### src/rtl/muldiv_ctrl_if.sv
// EXE-stage <-> multiply/divide sequencer bundle.
// The EXE pipeline side drives the request and operands; the sequencer answers
// with ready/busy, the MF read data and the architectural HI/LO values.
interface muldiv_ctrl_if #(
  parameter int XLEN = 32
);
  logic            md_valid_in;
  logic [3:0]      md_op_in;
  logic [XLEN-1:0] md_src0_in;
  logic [XLEN-1:0] md_src1_in;
  logic            mem_allowin_in;
  logic            flush_in;
  logic            md_ready_out;
  logic            md_busy_out;
  logic [XLEN-1:0] md_rdata_out;
  logic [XLEN-1:0] hi_out;
  logic [XLEN-1:0] lo_out;

  modport master (
    output md_valid_in,
    output md_op_in,
    output md_src0_in,
    output md_src1_in,
    output mem_allowin_in,
    output flush_in,
    input  md_ready_out,
    input  md_busy_out,
    input  md_rdata_out,
    input  hi_out,
    input  lo_out
  );

  modport slave (
    input  md_valid_in,
    input  md_op_in,
    input  md_src0_in,
    input  md_src1_in,
    input  mem_allowin_in,
    input  flush_in,
    output md_ready_out,
    output md_busy_out,
    output md_rdata_out,
    output hi_out,
    output lo_out
  );
endinterface

### src/rtl/muldiv_ctrl.sv
// Iterative multiply/divide sequencer with the architectural HI/LO registers.
// Multiplies are shift-add and divides are restoring, one bit per cycle, both
// on unsigned magnitudes with a sign fix-up folded into the last iteration.
// The result waits in DONE and is written to HI/LO only when the instruction
// leaves EXE, so a following MFHI/MFLO always reads the committed value.
module muldiv_ctrl #(
  parameter int XLEN = 32,
  parameter int ITER = 32
) (
  input  logic         clk,
  input  logic         rst,
  muldiv_ctrl_if.slave md
);

  localparam int CNT_W = $clog2(ITER);
  localparam logic [CNT_W-1:0] CNT_LAST = CNT_W'(ITER - 1);

  localparam logic [3:0] OP_MULT  = 4'd1;
  localparam logic [3:0] OP_MULTU = 4'd2;
  localparam logic [3:0] OP_DIV   = 4'd3;
  localparam logic [3:0] OP_DIVU  = 4'd4;
  localparam logic [3:0] OP_MTHI  = 4'd5;
  localparam logic [3:0] OP_MTLO  = 4'd6;
  localparam logic [3:0] OP_MFHI  = 4'd7;
  localparam logic [3:0] OP_MFLO  = 4'd8;

  localparam logic [1:0] S_IDLE = 2'd0;
  localparam logic [1:0] S_MUL  = 2'd1;
  localparam logic [1:0] S_DIV  = 2'd2;
  localparam logic [1:0] S_DONE = 2'd3;

  // Magnitude of a possibly signed operand; the most negative value maps to
  // itself, which is the correct magnitude once read as unsigned.
  function automatic logic [XLEN-1:0] mag(input logic signed [XLEN-1:0] v,
                                          input logic                   use_sign);
    logic [XLEN-1:0] u;
    u = v;
    return (use_sign && v < 0) ? -u : u;
  endfunction

  // Conditional two's-complement negation of a single-word result.
  function automatic logic [XLEN-1:0] sign_fix_w(input logic [XLEN-1:0] v,
                                                 input logic            neg);
    return neg ? -v : v;
  endfunction

  // Conditional two's-complement negation of the double-word product.
  function automatic logic [2*XLEN-1:0] sign_fix_d(input logic [2*XLEN-1:0] v,
                                                   input logic              neg);
    return neg ? -v : v;
  endfunction

  logic [1:0]            state;
  logic [CNT_W-1:0]      cnt;
  logic [XLEN-1:0]       hi_q;
  logic [XLEN-1:0]       lo_q;
  // Multiplicand (MUL) or divisor (DIV) magnitude, fixed for the whole op.
  logic [XLEN-1:0]       opb_q;
  // MUL: {partial product high, multiplier/product low}.
  // DIV: {partial remainder, dividend bits shifting out / quotient shifting in}.
  logic [2*XLEN-1:0]     acc_q;
  logic                  neg_res_q;
  logic                  neg_rem_q;

  logic                  is_md;
  logic                  is_mul;
  logic                  op_signed;
  logic                  start;
  logic                  commit;
  logic                  mt_wr;
  logic signed [XLEN-1:0] src0_s;
  logic signed [XLEN-1:0] src1_s;
  logic                  src0_neg;
  logic                  src1_neg;
  logic [XLEN-1:0]       src0_mag;
  logic [XLEN-1:0]       src1_mag;

  logic [XLEN:0]         mul_sum;
  logic [2*XLEN-1:0]     mul_next;
  logic [XLEN:0]         div_part;
  logic                  div_ok;
  logic [XLEN-1:0]       div_rem;
  logic [2*XLEN-1:0]     div_next;
  logic [2*XLEN-1:0]     step_res;
  logic [2*XLEN-1:0]     final_res;

  assign is_md     = (md.md_op_in >= OP_MULT) && (md.md_op_in <= OP_DIVU);
  assign is_mul    = (md.md_op_in == OP_MULT) || (md.md_op_in == OP_MULTU);
  assign op_signed = (md.md_op_in == OP_MULT) || (md.md_op_in == OP_DIV);
  assign start     = (state == S_IDLE) && md.md_valid_in && is_md && !md.flush_in;
  assign commit    = (state == S_DONE) && md.mem_allowin_in && !md.flush_in;
  assign mt_wr     = (state == S_IDLE) && md.md_valid_in && md.mem_allowin_in &&
                     !md.flush_in &&
                     ((md.md_op_in == OP_MTHI) || (md.md_op_in == OP_MTLO));

  assign src0_s    = md.md_src0_in;
  assign src1_s    = md.md_src1_in;
  assign src0_neg  = op_signed && (src0_s < 0);
  assign src1_neg  = op_signed && (src1_s < 0);
  assign src0_mag  = mag(src0_s, op_signed);
  assign src1_mag  = mag(src1_s, op_signed);

  // One iteration of the shift-add multiplier or the restoring divider, plus
  // the signed result that the final iteration hands to DONE.
  always_comb begin
    mul_sum  = {1'b0, acc_q[2*XLEN-1:XLEN]} +
               (acc_q[0] ? {1'b0, opb_q} : {(XLEN+1){1'b0}});
    mul_next = {mul_sum, acc_q[XLEN-1:1]};

    // Partial remainder with the next dividend bit shifted in is one bit
    // wider than a word; the subtraction only happens when it cannot borrow,
    // so the restored remainder always fits back in a word.
    div_part = {acc_q[2*XLEN-1:XLEN], acc_q[XLEN-1]};
    div_ok   = div_part >= {1'b0, opb_q};
    div_rem  = div_part[XLEN-1:0] - opb_q;
    div_next = div_ok ? {div_rem, acc_q[XLEN-2:0], 1'b1}
                      : {acc_q[2*XLEN-2:0], 1'b0};

    step_res = (state == S_MUL) ? mul_next : div_next;

    if (state == S_MUL) begin
      final_res = sign_fix_d(step_res, neg_res_q);
    end else begin
      final_res = {sign_fix_w(step_res[2*XLEN-1:XLEN], neg_rem_q),
                   sign_fix_w(step_res[XLEN-1:0], neg_res_q)};
    end
  end

  // Sequencer state and iteration counter; flush wins over everything else.
  always_ff @(posedge clk) begin
    if (rst) begin
      state <= S_IDLE;
      cnt   <= '0;
    end else if (md.flush_in) begin
      state <= S_IDLE;
      cnt   <= '0;
    end else begin
      case (state)
        S_IDLE: begin
          if (start) begin
            state <= is_mul ? S_MUL : S_DIV;
            cnt   <= '0;
          end
        end
        S_MUL, S_DIV: begin
          if (cnt == CNT_LAST) begin
            state <= S_DONE;
            cnt   <= '0;
          end else begin
            cnt <= cnt + CNT_W'(1);
          end
        end
        S_DONE: begin
          if (commit) begin
            state <= S_IDLE;
          end
        end
        default: begin
          state <= S_IDLE;
          cnt   <= '0;
        end
      endcase
    end
  end

  // Operand capture on start, then one datapath step per iteration cycle.
  always_ff @(posedge clk) begin
    if (rst) begin
      opb_q     <= '0;
      acc_q     <= '0;
      neg_res_q <= 1'b0;
      neg_rem_q <= 1'b0;
    end else if (start) begin
      neg_res_q <= src0_neg ^ src1_neg;
      neg_rem_q <= src0_neg;
      if (is_mul) begin
        opb_q <= src0_mag;
        acc_q <= {{XLEN{1'b0}}, src1_mag};
      end else begin
        opb_q <= src1_mag;
        acc_q <= {{XLEN{1'b0}}, src0_mag};
      end
    end else if (!md.flush_in && ((state == S_MUL) || (state == S_DIV))) begin
      acc_q <= (cnt == CNT_LAST) ? final_res : step_res;
    end
  end

  // Architectural HI/LO: written by a commit leaving EXE or by MTHI/MTLO.
  always_ff @(posedge clk) begin
    if (rst) begin
      hi_q <= '0;
      lo_q <= '0;
    end else if (commit) begin
      hi_q <= acc_q[2*XLEN-1:XLEN];
      lo_q <= acc_q[XLEN-1:0];
    end else if (mt_wr) begin
      if (md.md_op_in == OP_MTHI) begin
        hi_q <= md.md_src0_in;
      end else begin
        lo_q <= md.md_src0_in;
      end
    end
  end

  // Single-cycle MFHI/MFLO read path.
  always_comb begin
    md.md_rdata_out = '0;
    if (md.md_op_in == OP_MFHI) begin
      md.md_rdata_out = hi_q;
    end else if (md.md_op_in == OP_MFLO) begin
      md.md_rdata_out = lo_q;
    end
  end

  assign md.md_ready_out = ((state == S_IDLE) && !(md.md_valid_in && is_md)) ||
                           (state == S_DONE);
  assign md.md_busy_out  = (state == S_MUL) || (state == S_DIV);
  assign md.hi_out       = hi_q;
  assign md.lo_out       = lo_q;

endmodule

### src/flat_wrapper.sv
// flat-port wrapper written by rule: the top's interface ports become plain ports
module muldiv_ctrl_flat 
#(
  parameter int XLEN = 32,
  parameter int ITER = 32
)
  (clk, rst, md_md_valid_in, md_md_op_in, md_md_src0_in, md_md_src1_in, md_mem_allowin_in, md_flush_in, md_md_ready_out, md_md_busy_out, md_md_rdata_out, md_hi_out, md_lo_out);
  muldiv_ctrl_if #(.XLEN(XLEN)) md_i ();
  input  logic clk;
  input  logic rst;
  input wire logic [$bits(md_i.md_valid_in)-1:0] md_md_valid_in;
  input wire logic [$bits(md_i.md_op_in)-1:0] md_md_op_in;
  input wire logic [$bits(md_i.md_src0_in)-1:0] md_md_src0_in;
  input wire logic [$bits(md_i.md_src1_in)-1:0] md_md_src1_in;
  input wire logic [$bits(md_i.mem_allowin_in)-1:0] md_mem_allowin_in;
  input wire logic [$bits(md_i.flush_in)-1:0] md_flush_in;
  output wire logic [$bits(md_i.md_ready_out)-1:0] md_md_ready_out;
  output wire logic [$bits(md_i.md_busy_out)-1:0] md_md_busy_out;
  output wire logic [$bits(md_i.md_rdata_out)-1:0] md_md_rdata_out;
  output wire logic [$bits(md_i.hi_out)-1:0] md_hi_out;
  output wire logic [$bits(md_i.lo_out)-1:0] md_lo_out;
  assign md_i.md_valid_in = md_md_valid_in;
  assign md_i.md_op_in = md_md_op_in;
  assign md_i.md_src0_in = md_md_src0_in;
  assign md_i.md_src1_in = md_md_src1_in;
  assign md_i.mem_allowin_in = md_mem_allowin_in;
  assign md_i.flush_in = md_flush_in;
  assign md_md_ready_out = md_i.md_ready_out;
  assign md_md_busy_out = md_i.md_busy_out;
  assign md_md_rdata_out = md_i.md_rdata_out;
  assign md_hi_out = md_i.hi_out;
  assign md_lo_out = md_i.lo_out;
  muldiv_ctrl #(.XLEN(XLEN), .ITER(ITER)) u_core (.clk(clk), .rst(rst), .md(md_i));
endmodule
### config.mk
export PLATFORM = sky130hd
export DESIGN_NAME = muldiv_ctrl_flat
export DESIGN_NICKNAME = d
export VERILOG_FILES = /design/src/rtl/muldiv_ctrl_if.sv /design/src/rtl/muldiv_ctrl.sv /design/src/flat_wrapper.sv
export SDC_FILE = /design/constraint.sdc
export NUM_CORES = 1
export LEC_CHECK = 0
export CORE_ASPECT_RATIO = 1.75
export CORE_UTILIZATION = 40
export DETAILED_ROUTE_END_ITERATION = 8
export DONT_BUFFER_PORTS = 1
export GPL_ROUTABILITY_DRIVEN = 0
export HOLD_SLACK_MARGIN = 0.06
export SYNTH_ARGS = -nofsm -noshare
export SYNTH_HDL_FRONTEND = slang
export SYNTH_SLANG_ARGS = --single-unit
### constraint.sdc
create_clock -name clk -period 18.3 [get_ports clk]
set_clock_uncertainty 0.1 [all_clocks]
set_input_delay 3.66 -clock clk [delete_from_list [all_inputs] [get_ports clk]]
set_output_delay 3.66 -clock clk [all_outputs]
set_load 0.1 [all_outputs]
After elaboration in Yosys (flattened, before gate mapping)
Cells that the tools add are included.
Widths: inputs -> output; s select.
{ "word_totals": {"output_inout_bits": 98, "word_cells": 99, "inputBits": 73, "regBits": 169} }
{ "op_classes": {"eq_ne": 15, "n_lt_le_gt_ge": 5, "n_addsub": 8, "n_reduce_logical": 32, "muxes": 30, "n_bitwise": 1} }
{ "op_table": {"columns": ["op", "count"], "rows": [
  ["$mux 32", 15],
  ["$mux 64", 7],
  ["$neg 32->32", 4],
  ["$lt 32x1->1 const B", 2],
  ["$neg 64->64", 1],
  ["$add 32x33->33", 1],
  ["$ge 33x32->1", 1],
  ["$sub 32x32->32", 1],
  ["$logic_and 1x1->1", 14],
  ["$eq 4x3->1 const B", 3],
  ["$mux 5", 2],
  ["$pmux 5 s2", 1],
  ["$eq 4x2->1 const B", 2],
  ["$mux 2", 4],
  ["$ne 2x1->1 const B", 4],
  ["$reduce_bool 2->1", 4],
  ["$pmux 2 s3", 1],
  ["$reduce_and 2->1", 3],
  ["$add 5x1->5 const B", 1],
  ["$eq 5x5->1 const B", 1],
  ["$logic_or 1x1->1", 5],
  ["$eq 2x2->1 const B", 2],
  ["$eq 4x1->1 const B", 1],
  ["$eq 4x4->1 const B", 1],
  ["8 further kinds", 10]
]} }

Logic depth before layout (Yosys ltp)
Gate-level depths: netlist (run 1).
{ "logic_depth": {"ltp_word": 9, "ltp_mapped": 26, "ltp_nobuf": 22} }

Worst setup path before layout (run 1)
OpenSTA, ideal clock, no wires.
{ "synth_timing": {"path_kind": "input to output", "from": "input md_md_op_in[1]", "to": "output md_md_rdata_out[10]", "arrival_time_ns": 5.330, "path_buffers": 1, "cell_stages": 3, "required_ns": 14.540, "slack_ns": 9.210, "path_cell_list": "nor4b_1 > clkbuf_1 > a22o_1"} }
{ "synth_between": {"elab_chain_len": 3, "word_cells_on_any_way": 4, "classes_between": "2 x eq/ne; 2 x mux"} }
{ "synth_rtl": {"columns": ["element", "line_no", "text"], "rows": [
  ["start, declared", "flat_wrapper.sv:12", "input wire logic [$bits(md_i.md_op_in)-1:0] md_md_op_in;"],
  ["$eq 4x4->1", "muldiv_ctrl.sv:210", "end else if (md.md_op_in == OP_MFLO) begin"],
  ["$mux 32", "muldiv_ctrl.sv:210", null],
  ["$mux 32 (*)", "muldiv_ctrl.sv:208", "if (md.md_op_in == OP_MFHI) begin"],
  ["end, declared", "flat_wrapper.sv:19", "output wire logic [$bits(md_i.md_rdata_out)-1:0] md_md_rdata_out;"]
]} }
Mark *: on every way between the ends. The rest lies on a longest branch, timed or not.

Final worst setup path (run 1)
{ "layout_timing": {"from": "input md_md_op_in[2]", "to": "output md_md_rdata_out[2]"} }
Same word-level chain as after synthesis.

==> results of run 1 <==
## cells in the final DEF (no fill, tap or decap), types with 10 or more instances in the layout
master,count
a2111oi_0,15
a211oi_1,103
a21o_1,30
a21oi_1,197
a22o_1,39
a311oi_1,18
a31oi_1,21
and2_1,43
and3_1,17
buf_4,34
clkbuf_16,17
dfxtp_1,169
ha_1,73
inv_1,78
mux2i_1,106
nand2_1,259
nand2b_1,16
nand3_1,50
nand4_1,16
nor2_1,260
nor2b_1,14
nor3_1,64
nor4_1,17
o211ai_1,41
o21a_1,11
o21ai_0,101
o21bai_1,10
o31ai_1,16
or3_1,23
xnor2_1,82
xor2_1,61
## metrics by stage
step | hold WS [ns] | instances
floorplan | 0.340 | 2295
global placement | 0.352 | 2714
detailed placement | 0.358 | 2714
CTS | 0.368 | 2745
global route | 0.390 | 2745
finish | 0.366 | 2745
## final cells by class
cell class	instances	area share [%]
clock inverter	14	0.923
clock buffer	17	2.45
sequential	169	19.5
multi-input combinational	1888	70.0
tap	544	3.92
timing repair buffer	34	1.47
inverter	79	1.71
## registers in the layout, indices dropped and copies added, names as in the netlist
signal	cells
u_core.acc_q	64
u_core.cnt	5
u_core.md.hi_out	32
u_core.md.lo_out	32
u_core.neg_rem_q	1
u_core.neg_res_q	1
u_core.opb_q	32
u_core.state	2
## metal layers
layer / wire (um) / part of all wire [%] / up-vias / GRT usage [%]
met5: 0 / 0 / - / 0
met4: 5320 / 7.9 / 0 / 23.3
met3: 3890 / 5.8 / 258 / 4.19
met2: 33700 / 50 / 835 / 56.6
met1: 24200 / 36 / 8399 / 34.0
li1: - / - / 8180 / -
## worst max-delay path by stage
stage	from	to	slack [ns]	cells past startpoint
3_5_place_dp	md_md_op_in[2]	md_md_rdata_out[2]	8.73	4
3_3_place_gp	md_md_op_in[2]	md_md_rdata_out[2]	8.80	4
2_1_floorplan	md_md_op_in[1]	md_md_rdata_out[10]	9.21	3
4_1_cts	md_md_op_in[2]	md_md_rdata_out[2]	8.73	4
6_report	md_md_op_in[2]	md_md_rdata_out[2]	8.76	4
5_1_grt	md_md_op_in[2]	md_md_rdata_out[2]	8.69	4
## logic make-up (layout without fill, tap and decap cells)
kind of cell / count (synthesis) / count (layout) / synth area share (%)
xor+xnor: 143 / 143 / 7.62
buf+inv: 238 / 144 / 5.84
mux: 108 / 108 / 6.59
fa+ha+maj: 76 / 76 / 5.87
flops: 169 / 169 / 20.6
compound gates: 720 / 720 / 29.6
simple gates: 841 / 841 / 23.9
## worst register-to-register path, stage by stage, from the launching register on
cell and delay [ns]:
dfxtp_1 0.50, ha_1 0.42, a21oi_1 0.30, o211ai_1 0.14, a221oi_2 0.55, a21boi_1 0.15
buf_4 0.23, nor2_4 0.48, nand2_1 0.10, o21ai_0 0.13, ha_1 0.25, nor3b_1 0.29
o221ai_1 0.25, or4_1 0.63, nor3_1 0.46, nand3_1 0.31, nor3_1 0.37, nor2_1 0.28
inv_1 0.27, a41oi_1 0.36, nor2_1 0.23, xor2_1 0.17, o21ai_0 0.09
## power by group
group / total, mW / switching, mW / internal [mW]
sequential: 0.403 / 0.0249 / 0.378
clock: 0.376 / 0.172 / 0.204
combinational: 0.760 / 0.503 / 0.257
==> results.json, run 1 <==
{
  "status": "finished, final reports clean",
  "ys_ff_latch": 169,
  "grt_usage_pct": 31.8,
  "drive_gt1_share_pct": 5.18,
  "power_leakage_nw": 7.01,
  "holdPathStages": 2,
  "powerDensity_mw_per_mm2": 88.7,
  "cp_num_buf_inv": 2,
  "arrival_ns": 5.78,
  "multi_input_area_mm2": 0.0122,
  "antenna_found_initial": 0,
  "fmax_mhz": 105,
  "syn_area_mm2": 0.0164,
  "cts.sinks": 169,
  "ys_async_sr_fraction_pct": 0,
  "portBuffers": 0,
  "slew_viol_final": 0,
  "crit_required_ns": 14.54,
  "setup_viol": 0,
  "max_cap_violations": 0,
  "layout_setup_ws_ns": 8.76,
  "yosysUniqueCellTypes": 95,
  "synth_top_area_share_pct": 20.6,
  "grt_max_degree": 141,
  "grt_pass1_vias": 17300,
  "place_area_mm2": 0.0168,
  "cpPeakStageDelay_ns": 0.84,
  "drt_iter0_drc": 1542,
  "synth_cells": 2295,
  "rrSetupSlack_ns": 11.09,
  "grt_overflow": 0,
  "clk_latency_ns": 0.45,
  "diodes": 0,
  "drt_first_pass_iters": 6,
  "cpMaxStageDelayCell": "a22o_1",
  "synth_common_cells": "nand2_1, nor2_1, a21oi_1",
  "yosys.area.top_type": "dfxtp_1",
  "clk_pin_slew_ns": 0.07,
  "coreArea_mm2": 0.0403,
  "seq_area_mm2": 0.00338,
  "ys.flop_type": "dfxtp_1",
  "crit_type": "in2out",
  "clock_path_buffers": 2,
  "utilization_pct": 43.1,
  "htree_levels": 4,
  "ir_worst_vdd_mv": 0.0658,
  "crit_family": "compound AO/OA/AOI/OAI gates",
  "viasPerCell": 6.44,
  "r2r-end": "u_core.acc_q[54]$_SDFFE_PP0P_",
  "reg2reg_from": "u_core.acc_q[43]$_SDFFE_PP0P_",
  "fin_crit_ns": 9.54,
  "syn-num-nets": 2444,
  "worstPathCellList": "inv_1, nor3_2, buf_4, a22o_1",
  "via_count": 17700,
  "die-area_mm2": 0.0420,
  "place_ws_ns": 8.73,
  "finalCritPeriodShare_pct": 52.2,
  "hold_end": "u_core.opb_q[6]$_SDFFE_PP0P_",
  "cts_tree": "built",
  "fin_setup_tns_ns": 0,
  "synthToLayoutAreaGrowth_pct": 5.56,
  "relSlewSlack_pct": 9.63,
  "fin_area_mm2": 0.0174,
  "hp-class": "reg2reg",
  "io_pins": 171,
  "synth_area_leaders": "dfxtp_1, mux2i_1, a21oi_1",
  "numCtsBuffers": 17,
  "hold_viol_final": 0,
  "power_mw": 1.54,
  "syn_avg_cell_area_um2": 7.17,
  "die-width_um": 155,
  "endpoint_kind": "output port",
  "grt_pass1_wl_mm": 102,
  "drt-wirelength-per-cell_um": 24.5,
  "final_nets": 2338,
  "dp_hpwl_mm": 51.5,
  "antenna_left": 0,
  "die_y_um": 270,
  "start_kind": "input pin",
  "tightest_slew_ns": 1.35,
  "row_count": 97,
  "drt_wl_total_mm": 67.1,
  "nFillCells": 4307,
  "drc_errors": 0,
  "post_cts_resized": 0,
  "worstHoldStart": "u_core.opb_q[6]$_SDFFE_PP0P_",
  "start_util_pct": 40.8,
  "root_buffer": "clkbuf_16",
  "post_cts_buffers": 0,
  "postCtsHoldBufs": 0,
  "worstPathMaxFanout": 21,
  "ys_seq_area_share_pct": 20.6,
  "yosysWarnings": 0,
  "rsz0062_at_grt": "no",
  "synth_edf_count": 0,
  "ff2ff_path_depth": 22
}
No activity file was read; power rests on OpenSTA's default activity.
==> run 2: changes to the inputs <==
Clock period 18.3 ns to 8.2 ns, I/O delays scaled along.
==> results.json, run 2 (same netlist as run 1, synthesis figures left out) <==
{
  "drt_iter0_drc": 1464,
  "antenna_left": 0,
  "grt_usage_pct": 33.4,
  "setup_viol": 0,
  "antenna_found_initial": 0,
  "max_flop_register": "u_core.acc_q",
  "arrival_ns": 6.93,
  "nFillCells": 4213,
  "fin_crit_ns": 6.68,
  "drive_gt1_share_pct": 5.01,
  "critical_path.startpoint": "u_core.acc_q[0]$_SDFFE_PP0P_",
  "slew_viol_final": 0,
  "place_inst": 2710,
  "seq_area_mm2": 0.00338,
  "synthToLayoutAreaGrowth_pct": 5.30,
  "grt.busiest_layer": "met2",
  "grtUsageMet1_pct": 34.8,
  "worstHoldStart": "u_core.opb_q[29]$_SDFFE_PP0P_",
  "met2_usage_pct": 58.1,
  "die-area_mm2": 0.0420,
  "diodes": 0,
  "grt_max_degree": 141,
  "die_y_um": 270,
  "grt_pass1_wl_mm": 106,
  "drt_first_pass_iters": 5,
  "post_cts_buffers": 0,
  "tightest_slew_ns": 1.40,
  "start_util_pct": 40.8,
  "dp_hpwl_mm": 53.8,
  "mostFrequentLayoutCell": "nor2_1",
  "worstPathMaxFanout": 37,
  "post_cts_resized": 0,
  "finalCritPeriodShare_pct": 81.4,
  "cpMostUsedCell": "nand2_1",
  "grt_pass1_vias": 17200,
  "postCtsHoldBufs": 0,
  "max_cap_violations": 0,
  "holdWs_ns": 0.363,
  "final_nets": 2334,
  "final_cell_mix": "nor2_1, nand2_1, a21oi_1",
  "rsz0062_at_grt": "no",
  "reg2reg_from": "u_core.acc_q[0]$_SDFFE_PP0P_",
  "crit_type": "reg2reg",
  "power_leakage_nw": 6.98,
  "grt_overflow": 0,
  "cts_tree": "built",
  "cp_num_buf_inv": 1,
  "numCtsBuffers": 17,
  "layout.cells.non_filler": 2741,
  "crit_required_ns": 8.45,
  "fin_setup_tns_ns": 0,
  "drt_wl_total_mm": 70.8,
  "root_buffer": "clkbuf_16",
  "largest_reg_flops": 64,
  "worstPathCellList": "nand2_1, inv_1, ha_1, a211oi_1, o211ai_1, a22oi_2, o21ai_0, a21oi_1, xor2_1, a22oi_1, nor4b_2, nand2_1, o41ai_1, xnor2_1, a22o_1",
  "die-width_um": 155,
  "portBuffers": 0,
  "drt-wirelength-per-cell_um": 25.8,
  "hold_viol_final": 0,
  "powerDensity_mw_per_mm2": 198,
  "cpMaxStageDelayCell": "o41ai_1",
  "status": "finished, final reports clean",
  "cpPeakStageDelay_ns": 1.21,
  "row_count": 97,
  "cts.sinks": 169,
  "coreArea_mm2": 0.0403,
  "via_count": 18000,
  "multi_input_area_mm2": 0.0122,
  "crit_family": "compound AO/OA/AOI/OAI gates",
  "clk_latency_ns": 0.47,
  "drc_errors": 0,
  "endpoint_kind": "flop",
  "ir_worst_vdd_mv": 0.177,
  "hp-class": "reg2reg",
  "viasPerCell": 6.56,
  "start_kind": "flop",
  "clock_path_buffers": 2,
  "io_pins": 171,
  "htree_levels": 4,
  "fmax_mhz": 150,
  "met3_usage_pct": 6.03,
  "power_mw": 3.43,
  "clk_pin_slew_ns": 0.07,
  "relSlewSlack_pct": 5.15
}
run 2: cell types whose count changed in the layout (fill, tap and decap cells not counted), sizes merged:
cell / change
clkbuf: +1
clkinv: +1
buf: -4
inv: -2
run 2: cell type report:
cell class	count	share of cell area (%)
clock inverter	13	0.824
inverter	79	1.71
clock buffer	18	2.48
tap	544	3.93
sequential	169	19.5
timing repair buffer	30	1.30
multi-input combinational	1888	70.2
run 2: metal layers:
layer,up-vias,share of wire (%)
met2,1049,49
met1,8410,35
li1,8157,-
met3,356,7.3
met4,0,9.3
met5,-,0
run 2: per-stage QoR:
step | instance area [um^2] | setup WS (ns) | utilization, %
floorplan | 16400 | 2.39 | -
global placement | 16700 | 1.87 | 41.6
detailed placement | 16700 | 1.82 | 41.6
CTS | 17300 | 1.77 | 43.0
global route | 17300 | 1.04 | 43.0
finish | 17300 | 1.52 | 43.0
run 2: worst paths after layout:
check | endpoint | slack (ns) | cells after the start
worst max-delay path | u_core.acc_q[59]$_SDFFE_PP0P_ | 1.52 | 15
worst min register to register | u_core.opb_q[29]$_SDFFE_PP0P_ | 0.36 | 2
worst max register to register | u_core.acc_q[59]$_SDFFE_PP0P_ | 1.52 | 15
worst min-delay path | u_core.opb_q[29]$_SDFFE_PP0P_ | 0.36 | 2
run 2: tightest hold or removal path: stages, from the launching register on:
cell and delay (ns):
dfxtp_1 0.32, nand2_1 0.05, a21oi_1 0.05
run 2: power breakdown:
part,switching [mW],internal (mW)
sequential,0.0574,0.844
clock,0.393,0.450
combinational,1.13,0.560
total,1.58,1.85
